===== config.mk =====
export PLATFORM = sky130hd
export DESIGN_NAME = count_run_ctrl_flat
export DESIGN_NICKNAME = d
export VERILOG_FILES = /design/src/rtl/count_pkg.sv /design/src/rtl/count_run_ctrl_if.sv /design/src/rtl/btn_debounce.sv /design/src/rtl/count_run_ctrl.sv /design/src/flat_wrapper.sv
export SDC_FILE = /design/constraint.sdc
export NUM_CORES = 1
export LEC_CHECK = 0
export ABC_CLOCK_PERIOD_IN_PS = 2550
export BUFFER_PORTS_ARGS = -buffer_cell sky130_fd_sc_hd__buf_2
export CAP_MARGIN = 20
export CELL_PAD_IN_SITES_DETAIL_PLACEMENT = 0
export CELL_PAD_IN_SITES_GLOBAL_PLACEMENT = 1
export CORE_UTILIZATION = 39
export DETAILED_ROUTE_END_ITERATION = 10
export HOLD_SLACK_MARGIN = 0.15
export PLACE_DENSITY = 0.7
export SETUP_SLACK_MARGIN = 0.3
export SLEW_MARGIN = 10
export SYNTH_ARGS = -nofsm -noshare
export SYNTH_HDL_FRONTEND = slang
export SYNTH_SLANG_ARGS = --single-unit
export TNS_END_PERCENT = 20

===== constraint.sdc =====
create_clock -name clk_50MHz -period 2.55 [get_ports clk_50MHz]
set_input_delay 0.255 -clock clk_50MHz [delete_from_list [all_inputs] [get_ports clk_50MHz]]
set_output_delay 0.255 -clock clk_50MHz [all_outputs]
set_load 0.01 [all_outputs]

===== src/rtl/count_pkg.sv =====
// Shared types and helpers for the run/pause/clear counter sequencer.
package count_pkg;

  // FSM state encoding, also exported on the state output.
  typedef enum logic [1:0] {
    ST_IDLE  = 2'b00,
    ST_RUN   = 2'b01,
    ST_PAUSE = 2'b10,
    ST_DONE  = 2'b11
  } state_t;

  // Bits needed for a counter that runs 0..n-1 (at least one bit).
  function automatic int cnt_width(input int n);
    return (n > 1) ? $clog2(n) : 1;
  endfunction

endpackage


===== src/rtl/count_run_ctrl_if.sv =====
// Button, terminal-count and control-output bundle between the board side
// and the sequencer.
interface count_run_ctrl_if;
  import count_pkg::*;

  logic   btn_start;
  logic   btn_clear;
  logic   btn_lap;
  logic   count_tc;
  logic   tick_en;
  logic   count_clr;
  logic   disp_hold;
  state_t state;

  // Board/datapath side: drives buttons and terminal count, observes controls.
  modport master (
    output btn_start, btn_clear, btn_lap, count_tc,
    input  tick_en, count_clr, disp_hold, state
  );

  // Sequencer side.
  modport slave (
    input  btn_start, btn_clear, btn_lap, count_tc,
    output tick_en, count_clr, disp_hold, state
  );
endinterface


===== src/rtl/btn_debounce.sv =====
// One raw button: 2-FF synchronizer, stable-level debounce and a registered
// one-cycle pulse on each accepted press (rising edge of the debounced level).
module btn_debounce
  import count_pkg::*;
#(
  parameter int DB_CYCLES = 500_000
) (
  input  logic clk_50MHz,
  input  logic reset,
  input  logic btn,
  output logic press
);

  localparam int              CW       = cnt_width(DB_CYCLES);
  localparam logic [CW-1:0]   CNT_LAST = CW'(DB_CYCLES - 1);

  logic          sync1;
  logic          sync2;
  logic          db;
  logic          db_d;
  logic [CW-1:0] cnt;

  // Bring the asynchronous button into the clock domain.
  // NOTE: every clocked block uses <= so all flops see pre-edge values and
  // the synchronizer stages do not collapse into one.
  always_ff @(posedge clk_50MHz) begin
    if (reset) begin
      sync1 <= 1'b0;
      sync2 <= 1'b0;
    end else begin
      sync1 <= btn;
      sync2 <= sync1;
    end
  end

  // Accept a new level only after DB_CYCLES consecutive differing samples.
  always_ff @(posedge clk_50MHz) begin
    if (reset) begin
      cnt <= '0;
      db  <= 1'b0;
    end else if (sync2 == db) begin
      cnt <= '0;
    end else if (cnt == CNT_LAST) begin
      db  <= sync2;
      cnt <= '0;
    end else begin
      cnt <= cnt + 1'b1;
    end
  end

  // Registered rising-edge detect of the debounced level; releases are ignored.
  always_ff @(posedge clk_50MHz) begin
    if (reset) begin
      db_d  <= 1'b0;
      press <= 1'b0;
    end else begin
      db_d  <= db;
      press <= db & ~db_d;
    end
  end

endmodule


===== src/rtl/count_run_ctrl.sv =====
// Run/pause/clear sequencer for the BCD counter: debounced buttons drive an
// FSM that gates a tick divider and issues clear and display-hold controls.
module count_run_ctrl
  import count_pkg::*;
#(
  parameter int CLK_HZ      = 50_000_000,
  parameter int TICK_HZ     = 1,
  parameter int DB_CYCLES   = 500_000,
  parameter int STOP_AT_MAX = 1
) (
  input  logic             clk_50MHz,
  input  logic             reset,
  count_run_ctrl_if.slave  bus
);

  localparam int            DIV      = CLK_HZ / TICK_HZ;
  localparam int            DW       = cnt_width(DIV);
  localparam logic [DW-1:0] DIV_LAST = DW'(DIV - 1);
  localparam bit            STOP     = (STOP_AT_MAX != 0);

  logic          press_start;
  logic          press_clear;
  logic          press_lap;

  state_t        state_q, state_d;
  logic [DW-1:0] div_q, div_d;
  logic          tick_q, tick_d;
  logic          clr_q, clr_d;
  logic          hold_q, hold_d;
  logic          at_last;

  btn_debounce #(.DB_CYCLES(DB_CYCLES)) u_db_start (
    .clk_50MHz (clk_50MHz),
    .reset     (reset),
    .btn       (bus.btn_start),
    .press     (press_start)
  );

  btn_debounce #(.DB_CYCLES(DB_CYCLES)) u_db_clear (
    .clk_50MHz (clk_50MHz),
    .reset     (reset),
    .btn       (bus.btn_clear),
    .press     (press_clear)
  );

  btn_debounce #(.DB_CYCLES(DB_CYCLES)) u_db_lap (
    .clk_50MHz (clk_50MHz),
    .reset     (reset),
    .btn       (bus.btn_lap),
    .press     (press_lap)
  );

  assign at_last = (div_q == DIV_LAST);

  // Next state, divider and output values from the current state and presses.
  // NOTE: every variable gets a default before any branch so no path leaves
  // one unassigned and no latch is inferred.
  always_comb begin
    state_d = state_q;
    div_d   = div_q;
    tick_d  = 1'b0;
    clr_d   = 1'b0;
    hold_d  = hold_q;

    if (press_clear) begin
      // Clear wins over start/lap arriving in the same cycle.
      state_d = ST_IDLE;
      div_d   = '0;
      clr_d   = 1'b1;
      hold_d  = 1'b0;
    end else begin
      case (state_q)
        ST_IDLE: begin
          if (press_start) begin
            state_d = ST_RUN;
            div_d   = '0;
          end
        end
        ST_RUN: begin
          div_d = at_last ? '0 : div_q + 1'b1;
          if (press_lap) hold_d = ~hold_q;
          if (at_last && STOP && bus.count_tc) begin
            state_d = ST_DONE;
          end else begin
            tick_d = at_last;
            if (press_start) state_d = ST_PAUSE;
          end
        end
        ST_PAUSE: begin
          // Divider keeps its value so the tick phase survives the pause.
          if (press_start) state_d = ST_RUN;
        end
        ST_DONE: begin
          // Only clear or reset leave DONE.
        end
        default: state_d = ST_IDLE;
      endcase
    end
  end

  // State, divider and registered outputs.
  always_ff @(posedge clk_50MHz) begin
    if (reset) begin
      state_q <= ST_IDLE;
      div_q   <= '0;
      tick_q  <= 1'b0;
      clr_q   <= 1'b0;
      hold_q  <= 1'b0;
    end else begin
      state_q <= state_d;
      div_q   <= div_d;
      tick_q  <= tick_d;
      clr_q   <= clr_d;
      hold_q  <= hold_d;
    end
  end

  assign bus.state     = state_q;
  assign bus.tick_en   = tick_q;
  assign bus.count_clr = clr_q;
  assign bus.disp_hold = hold_q;

endmodule


===== src/flat_wrapper.sv =====
// flat-port wrapper written by rule: the top's interface ports become plain ports
module count_run_ctrl_flat import count_pkg::*;
#(
  parameter int CLK_HZ      = 50_000_000,
  parameter int TICK_HZ     = 1,
  parameter int DB_CYCLES   = 500_000,
  parameter int STOP_AT_MAX = 1
)
  (clk_50MHz, reset, bus_btn_start, bus_btn_clear, bus_btn_lap, bus_count_tc, bus_tick_en, bus_count_clr, bus_disp_hold, bus_state);
  count_run_ctrl_if bus_i ();
  input  logic clk_50MHz;
  input  logic reset;
  input wire logic [$bits(bus_i.btn_start)-1:0] bus_btn_start;
  input wire logic [$bits(bus_i.btn_clear)-1:0] bus_btn_clear;
  input wire logic [$bits(bus_i.btn_lap)-1:0] bus_btn_lap;
  input wire logic [$bits(bus_i.count_tc)-1:0] bus_count_tc;
  output wire logic [$bits(bus_i.tick_en)-1:0] bus_tick_en;
  output wire logic [$bits(bus_i.count_clr)-1:0] bus_count_clr;
  output wire logic [$bits(bus_i.disp_hold)-1:0] bus_disp_hold;
  output wire logic [$bits(bus_i.state)-1:0] bus_state;
  assign bus_i.btn_start = bus_btn_start;
  assign bus_i.btn_clear = bus_btn_clear;
  assign bus_i.btn_lap = bus_btn_lap;
  assign bus_i.count_tc = bus_count_tc;
  assign bus_tick_en = bus_i.tick_en;
  assign bus_count_clr = bus_i.count_clr;
  assign bus_disp_hold = bus_i.disp_hold;
  assign bus_state = bus_i.state;
  count_run_ctrl #(.CLK_HZ(CLK_HZ), .TICK_HZ(TICK_HZ), .DB_CYCLES(DB_CYCLES), .STOP_AT_MAX(STOP_AT_MAX)) u_core (.clk_50MHz(clk_50MHz), .reset(reset), .bus(bus_i));
endmodule

Yosys cells after proc, flatten, opt, wreduce, memory -nomap -nowiden. Index checks and enable logic that the tools add are counted.

Add/sub/neg operators: 4. Equality and inequality tests: 12. Multiplexer cells: 8. Bitwise gates (word level): 11. Reduce and logical (&&, ||, !) cells: 16.

Operator list (count): $add A19 B1 Y19 const B (3); $eq A19 B19 Y1 const B (3); $mux W26 (2); $pmux W26 S2 (1); $add A26 B1 Y26 const B (1); $eq A26 B26 Y1 const B (1); $reduce_and A2 Y1 (5); $reduce_or A3 Y1 (3); $not A1 Y1 (8); $mux W2 (3); $pmux W2 S2 (1); $reduce_bool A2 Y1 (2); $reduce_or A2 Y1 (2); $reduce_or A4 Y1 (1); $and A1 B1 Y1 (3); $eq A1 B1 Y1 (3); $ne A3 B2 Y1 const B (1); $reduce_and A3 Y1 (1); $eq A2 B1 Y1 const B (1); $eq A2 B2 Y1 const B (1); $logic_not A2 Y1 (1); $ne A2 B1 Y1 const B (1); $ne A2 B2 Y1 const B (1); $logic_and A1 B1 Y1 (1); $mux W1 (1).

Register bits after elaboration: 103. Input bits: 6. Output and inout bits: 5. Logic and storage cells: 74.

Longest topological paths before layout.
Depth after elaboration: 4. Depth in mapped cells: 9. Mapped depth without buffers: 6.

Hierarchy. Synthesis repeated with hierarchy kept, for this count alone.

Cells, all modules: 544. Area, all modules: 4765.8 sq um.

By module, submodules not included: btn_debounce (times used 3, cells an instance 111, area an instance 1019.7 sq um, seq. area each 480.5 sq um); count_run_ctrl (times used 1, cells an instance 211, area an instance 1706.6 sq um, seq. area each 620.6 sq um).

Worst setup path after synthesis. No wires, ideal clock.

Path type: register -> register. Start: register u_core.div_q[0]. End: register u_core.div_q[11]. Library setup time: 0.057 ns. Data arrival time: 1.791 ns. Path slack: 0.702 ns. Cell stages (with the launch flop): 9. Clock period less this slack: 1.848 ns. Cells stage by stage: dfxtp_1 -> ha_1 -> and3_1 -> buf_2 -> and4bb_2 -> a21o_1 -> buf_6 -> nor4_1 -> a21o_1.

Cells in the longest elaborated chain, start to end: 3.

Ends and longest elaborated chain: start, declared (line count_run_ctrl.sv:26) `logic [DW-1:0] div_q, div_d;`; start signal, assigned (line count_run_ctrl.sv:111) `div_q <= div_d;`; $add A26 B1 Y26 / $eq A26 B26 Y1 (equally long branches) (line count_run_ctrl.sv:80, count_run_ctrl.sv:53); $mux W26 * (line count_run_ctrl.sv:80) `div_d = at_last ? '0 : div_q + 1'b1;`; $pmux W26 S2 * (line count_run_ctrl.sv:72) `case (state_q)`.

Mark *: on every way between the ends. The rest lies on a longest branch, timed or not. A chain may end at the register's enable or synchronous reset.

Worst setup path in the final report.
Start: register u_core.u_db_start.cnt[0]. End: register u_core.u_db_start.cnt[16].

Cells in the longest elaborated chain, start to end: 2.

Ends and longest elaborated chain: start, declared (line btn_debounce.sv:21) `logic [CW-1:0] cnt;`; start signal, assigned (line btn_debounce.sv:47) `cnt <= cnt + 1'b1;`; branches (longest 2 deep; another with $add A19 B1 Y19).

Parallel ways; which one is timed is not known.

==> reports/qor.txt <==
======================================================================================
Fraction of final layout cells sized beyond drive strength 1 ............       0.0812
Transition at the pin with the smallest max-transition slack ............     0.632 ns
Syn_nets ................................................................          536
Startpoint type of the worst setup path .................................     register
Total cell area at the placement stage ..................................    4740 um^2
Starting density of the core ............................................        0.400
Post-synthesis instance total ...........................................          526
Clock period minus worst slack ..........................................      1.96 ns
Switching power share of the total ......................................        0.204
Static power due to leakage .............................................      1.66 nW
Pin count of the biggest net entering global routing ....................           27
R2r endpoint ............................................................ u_core.u_db_start.cnt[16]$_SDFF_PP0_
Reg2reg start ........................................................... u_core.u_db_start.cnt[0]$_SDFF_PP0_
Post-route clock period utilization .....................................        0.769
Worst voltage drop across the vdd grid ..................................   0.000397 V
Path type of the worst setup path ....................................... register to register
Cts bufs inserted .......................................................            9
DRC violation total after the first TritonRoute iteration ...............          133
H-tree levels ...........................................................            3
Post-synth design cell area .............................................    4570 um^2
Final routed wire length divided by cell count ..........................      12.6 um
FF-to-FF path depth .....................................................            5
DP Cell Count ...........................................................          667
Antenna fix cells .......................................................            0
Filler cell count in the final layout ...................................         1156
Fin area ................................................................    5070 um^2
Post-place setup slack ..................................................     0.488 ns
Number of endpoints failing setup at the final stage ....................            0
Average cell area after synthesis .......................................    8.68 um^2
Hold path startpoint ....................................................        reset
Register share of total power ...........................................        0.533
Number of top-level pins ................................................           11
Portion of total power attributed to combinational logic ................        0.015
Power density normalized to cell area ...................................  598 nW/um^2
Largest clock skew in the final design ..................................   0.00264 ns
Setup tns final .........................................................         0 ns
Placer Congestion .......................................................        0.763
Critical Path Start ..................................................... u_core.u_db_start.cnt[0]$_SDFF_PP0_
Number of distinct standard cells referenced by the synthesized netlist .           51
Asr flop ratio synth ....................................................            0
Number of maximum-capacitance violations ................................            0
Drt via density .........................................................         5.11
Die height ..............................................................       110 um
Crit-path cells ......................................................... ha_1 -> and4_1 -> and4_1 -> or3_1 -> nor2_1
Min-Delay Path Class .................................................... primary input to register
First-pass DRT Iterations ...............................................            4
Post CTS Setup Buffer Count .............................................            0
Number of buffers between clock root and the deepest sink ...............            2
Hold violation total from the final report ..............................            0
Clock root buffer ....................................................... sky130_fd_sc_hd__clkbuf_16
Clock tree from TritonCTS ...............................................        built
Initial antenna violation count .........................................            0
Layout overhead on the synthesized area .................................        11.0%
Filler-free cell count of the finished design ...........................          685
Num Clock Sinks .........................................................          103
Flop-to-flop setup slack ................................................      0.59 ns
Number of port buffers ..................................................           10
Highest net fanout along the worst path .................................           19
Total number of vias ....................................................         3499
Top area cells in the synthesized netlist ............................... sky130_fd_sc_hd__dfxtp_1 (45%), sky130_fd_sc_hd__nor2_1 (7.2%), sky130_fd_sc_hd__xnor2_1 (6.1%)
RSZ-0062 raised after global routing ....................................        false
Highest achievable clock rate ...........................................      510 MHz
Global Route Usage Sum ..................................................        0.157
# rows ..................................................................           39
# nets final ............................................................          549
Max transition margin ...................................................        0.579
Number of register bits inferred by synthesis ...........................          103
Number of max-slew violations in the final report .......................            0
Area share of the largest cell type after synthesis .....................        0.451
Switching power summed over all nets ....................................     0.618 mW
Detail Route Antenna Nets ...............................................            0
First-pass GRT wire length ..............................................     14900 um
Crit end category .......................................................     register
Placeable core region ...................................................   11400 um^2
Wire length reported by the detailed router .............................      8620 um
Post-synthesis sequential area ratio ....................................        0.451
Remaining design rule violation count ...................................            0
Arrival time of the worst setup path ....................................      2.23 ns
Result of the run .......................................................    completed
Post-synth EDFFs ........................................................            0
Util after Layout .......................................................        0.444
Worst-skew pair later-pin latency .......................................      0.34 ns
Vias in the first global route ..........................................         3274
Data required time at the worst endpoint ................................      2.82 ns
Cell accounting for the most synthesized area ........................... sky130_fd_sc_hd__dfxtp_1
Worst setup path end .................................................... u_core.u_db_start.cnt[16]$_SDFF_PP0_
Floorplan die width .....................................................       110 um
Total global routing overflow ...........................................            0
Final worst-path setup slack ............................................     0.590 ns
Clock Pin Slew Worst Setup and Hold Paths ...............................      0.07 ns
Clock network fraction of total power ...................................        0.452
Count of warnings emitted by yosys ......................................            0
Die ar. .................................................................   12100 um^2
DPL Wire Length .........................................................      5930 um
Worst stage delay on the critical path ..................................      0.64 ns
Cell type with the highest occurrence count on the critical path ........ sky130_fd_sc_hd__and4_1
Internal ................................................................      2.41 mW
Worst path slowest cell ................................................. sky130_fd_sc_hd__or3_1
Dominant register cell in the synthesized netlist ....................... sky130_fd_sc_hd__dfxtp_1
======================================================================================
per-stage QoR:
step | hold slack [ns] | total power, mW
after floorplan | 0.333 | 1.68
after global placement | 0.374 | 1.69
after global routing | 0.310 | 3.15
final | 0.307 | 3.03
after detailed placement | 0.377 | 1.70
after CTS | 0.290 | 3.08
worst max-delay path, delay by kind of cell (launching register included):
family / cells / cell delay, ns
adders and majority gates: 1 / 0.24
and+or+nand+nor: 4 / 1.31
DFF: 1 / 0.34
cell usage after synthesis (2+ instances only):
cell type and instances:
sky130_fd_sc_hd__a21o_1 6, sky130_fd_sc_hd__a21oi_1 18, sky130_fd_sc_hd__a31oi_1 9, sky130_fd_sc_hd__a32oi_1 2, sky130_fd_sc_hd__and3_1 8, sky130_fd_sc_hd__and4_1 7
sky130_fd_sc_hd__and4_2 2, sky130_fd_sc_hd__and4_4 2, sky130_fd_sc_hd__buf_2 6, sky130_fd_sc_hd__buf_4 6, sky130_fd_sc_hd__buf_6 2, sky130_fd_sc_hd__clkbuf_1 6
sky130_fd_sc_hd__dfxtp_1 103, sky130_fd_sc_hd__ha_1 4, sky130_fd_sc_hd__inv_1 15, sky130_fd_sc_hd__mux2i_1 6, sky130_fd_sc_hd__nand2_1 39, sky130_fd_sc_hd__nand2b_1 2
sky130_fd_sc_hd__nand3_1 39, sky130_fd_sc_hd__nand4_1 12, sky130_fd_sc_hd__nor2_1 88, sky130_fd_sc_hd__nor2b_1 15, sky130_fd_sc_hd__nor3_1 12, sky130_fd_sc_hd__nor4_1 9
sky130_fd_sc_hd__nor4b_1 6, sky130_fd_sc_hd__o211ai_1 4, sky130_fd_sc_hd__o21ai_0 11, sky130_fd_sc_hd__or2_2 2, sky130_fd_sc_hd__or3_1 7, sky130_fd_sc_hd__or4_1 2
sky130_fd_sc_hd__xnor2_1 32, sky130_fd_sc_hd__xor2_1 25
flip-flops by register name (all words and copies together) (netlist names):
signal,cells
u_core.u_db_start.sync2,1
u_core.u_db_clear.sync2,1
u_core.bus.disp_hold,1
u_core.u_db_lap.sync2,1
u_core.bus.tick_en,1
u_core.u_db_lap.db_d,1
u_core.u_db_start.cnt,19
u_core.u_db_start.db,1
u_core.u_db_lap.press,1
u_core.u_db_start.sync1,1
u_core.u_db_clear.press,1
u_core.u_db_clear.db,1
u_core.bus.state,2
u_core.u_db_lap.sync1,1
u_core.u_db_clear.db_d,1
u_core.u_db_lap.db,1
u_core.u_db_start.press,1
u_core.u_db_lap.cnt,19
u_core.u_db_clear.sync1,1
u_core.bus.count_clr,1
u_core.u_db_clear.cnt,19
u_core.u_db_start.db_d,1
u_core.div_q,26
kinds of logic (layout without fill, tap and decap cells):
logic type                 after synthesis  after routing  synth area share
muxes                                    6              6            0.0131
xor gates and xnor gates                57             57             0.109
buffers and inverters                   35             51            0.0386
AOI/OAI and AO/OA                       57             57            0.0772
DFF                                    103            103             0.451
adders and majority gates                4              4            0.0110
and+or+nand+nor                        264            264             0.299
final cells by class:
type	instances	area, um^2	area share
multi-input combinational	388	2330	0.460
sequential	103	2060	0.407
clock buffer	10	239	0.0471
tap	143	179	0.0353
timing repair buffer	22	150	0.0296
inverter	15	56.3	0.0111
clock inverter	4	52.6	0.0104
timing repair:
| item | in CTS | in global routing |
|---|---|---|
| endpoints found under the setup margin | 0 | 2 |
| hold buffers | 4 | 0 |
| hold endpoints to repair | 4 | 0 |
| resized for setup | 0 | 1 |
power by group through the flow:
stage / Sequential (mW) / Clock, mW / Combinational [mW]
final: 1.62 / 1.37 / 0.0454
after global placement: 1.65 / 0 / 0.0409
after detailed placement: 1.65 / 0 / 0.0416
after global routing: 1.62 / 1.48 / 0.0511
after CTS: 1.62 / 1.42 / 0.0463
after floorplan: 1.65 / 0 / 0.0280
layer usage:
layer  wire (um)  share of wire  GRT usage
met1        4400           0.51      0.203
met2        3870           0.45      0.253
met3         275          0.032     0.0511
met4          67         0.0078     0.0367
met5           0              0          0
cell usage in the layout, fill, tap and decap left out, drive strengths merged, types with 2 or more instances in the layout:
cell type / count
nand3: 39
or4: 3
nor4b: 6
buf: 18
and4: 11
dlygate4sd3: 4
nand2b: 2
a31oi: 9
xnor2: 32
or2: 3
xor2: 25
clkbuf: 10
or3: 7
a21oi: 19
nor2: 88
nor4: 10
a21o: 6
o21ai: 12
nor2b: 15
nor3: 12
and2: 2
nand4: 13
and3: 8
o211ai: 4
inv: 17
mux2i: 6
ha: 4
a32oi: 2
nand2: 39
dfxtp: 103
worst min-delay path by stage:
stage / endpoint / slack, ns / cells after the start
finish: u_core.bus.state[1]$_SDFFE_PP0P_ / 0.31 / 4
global placement: u_core.u_db_clear.press$_SDFF_PP0_ / 0.37 / 1
global route: u_core.bus.state[1]$_SDFFE_PP0P_ / 0.31 / 4
detailed placement: u_core.u_db_lap.press$_SDFF_PP0_ / 0.38 / 1
floorplan: u_core.bus.tick_en$_SDFF_PP0_ / 0.33 / 1
CTS: u_core.bus.state[0]$_SDFFE_PP0P_ / 0.29 / 4
Note: power is estimated with default switching activity, not from simulation.
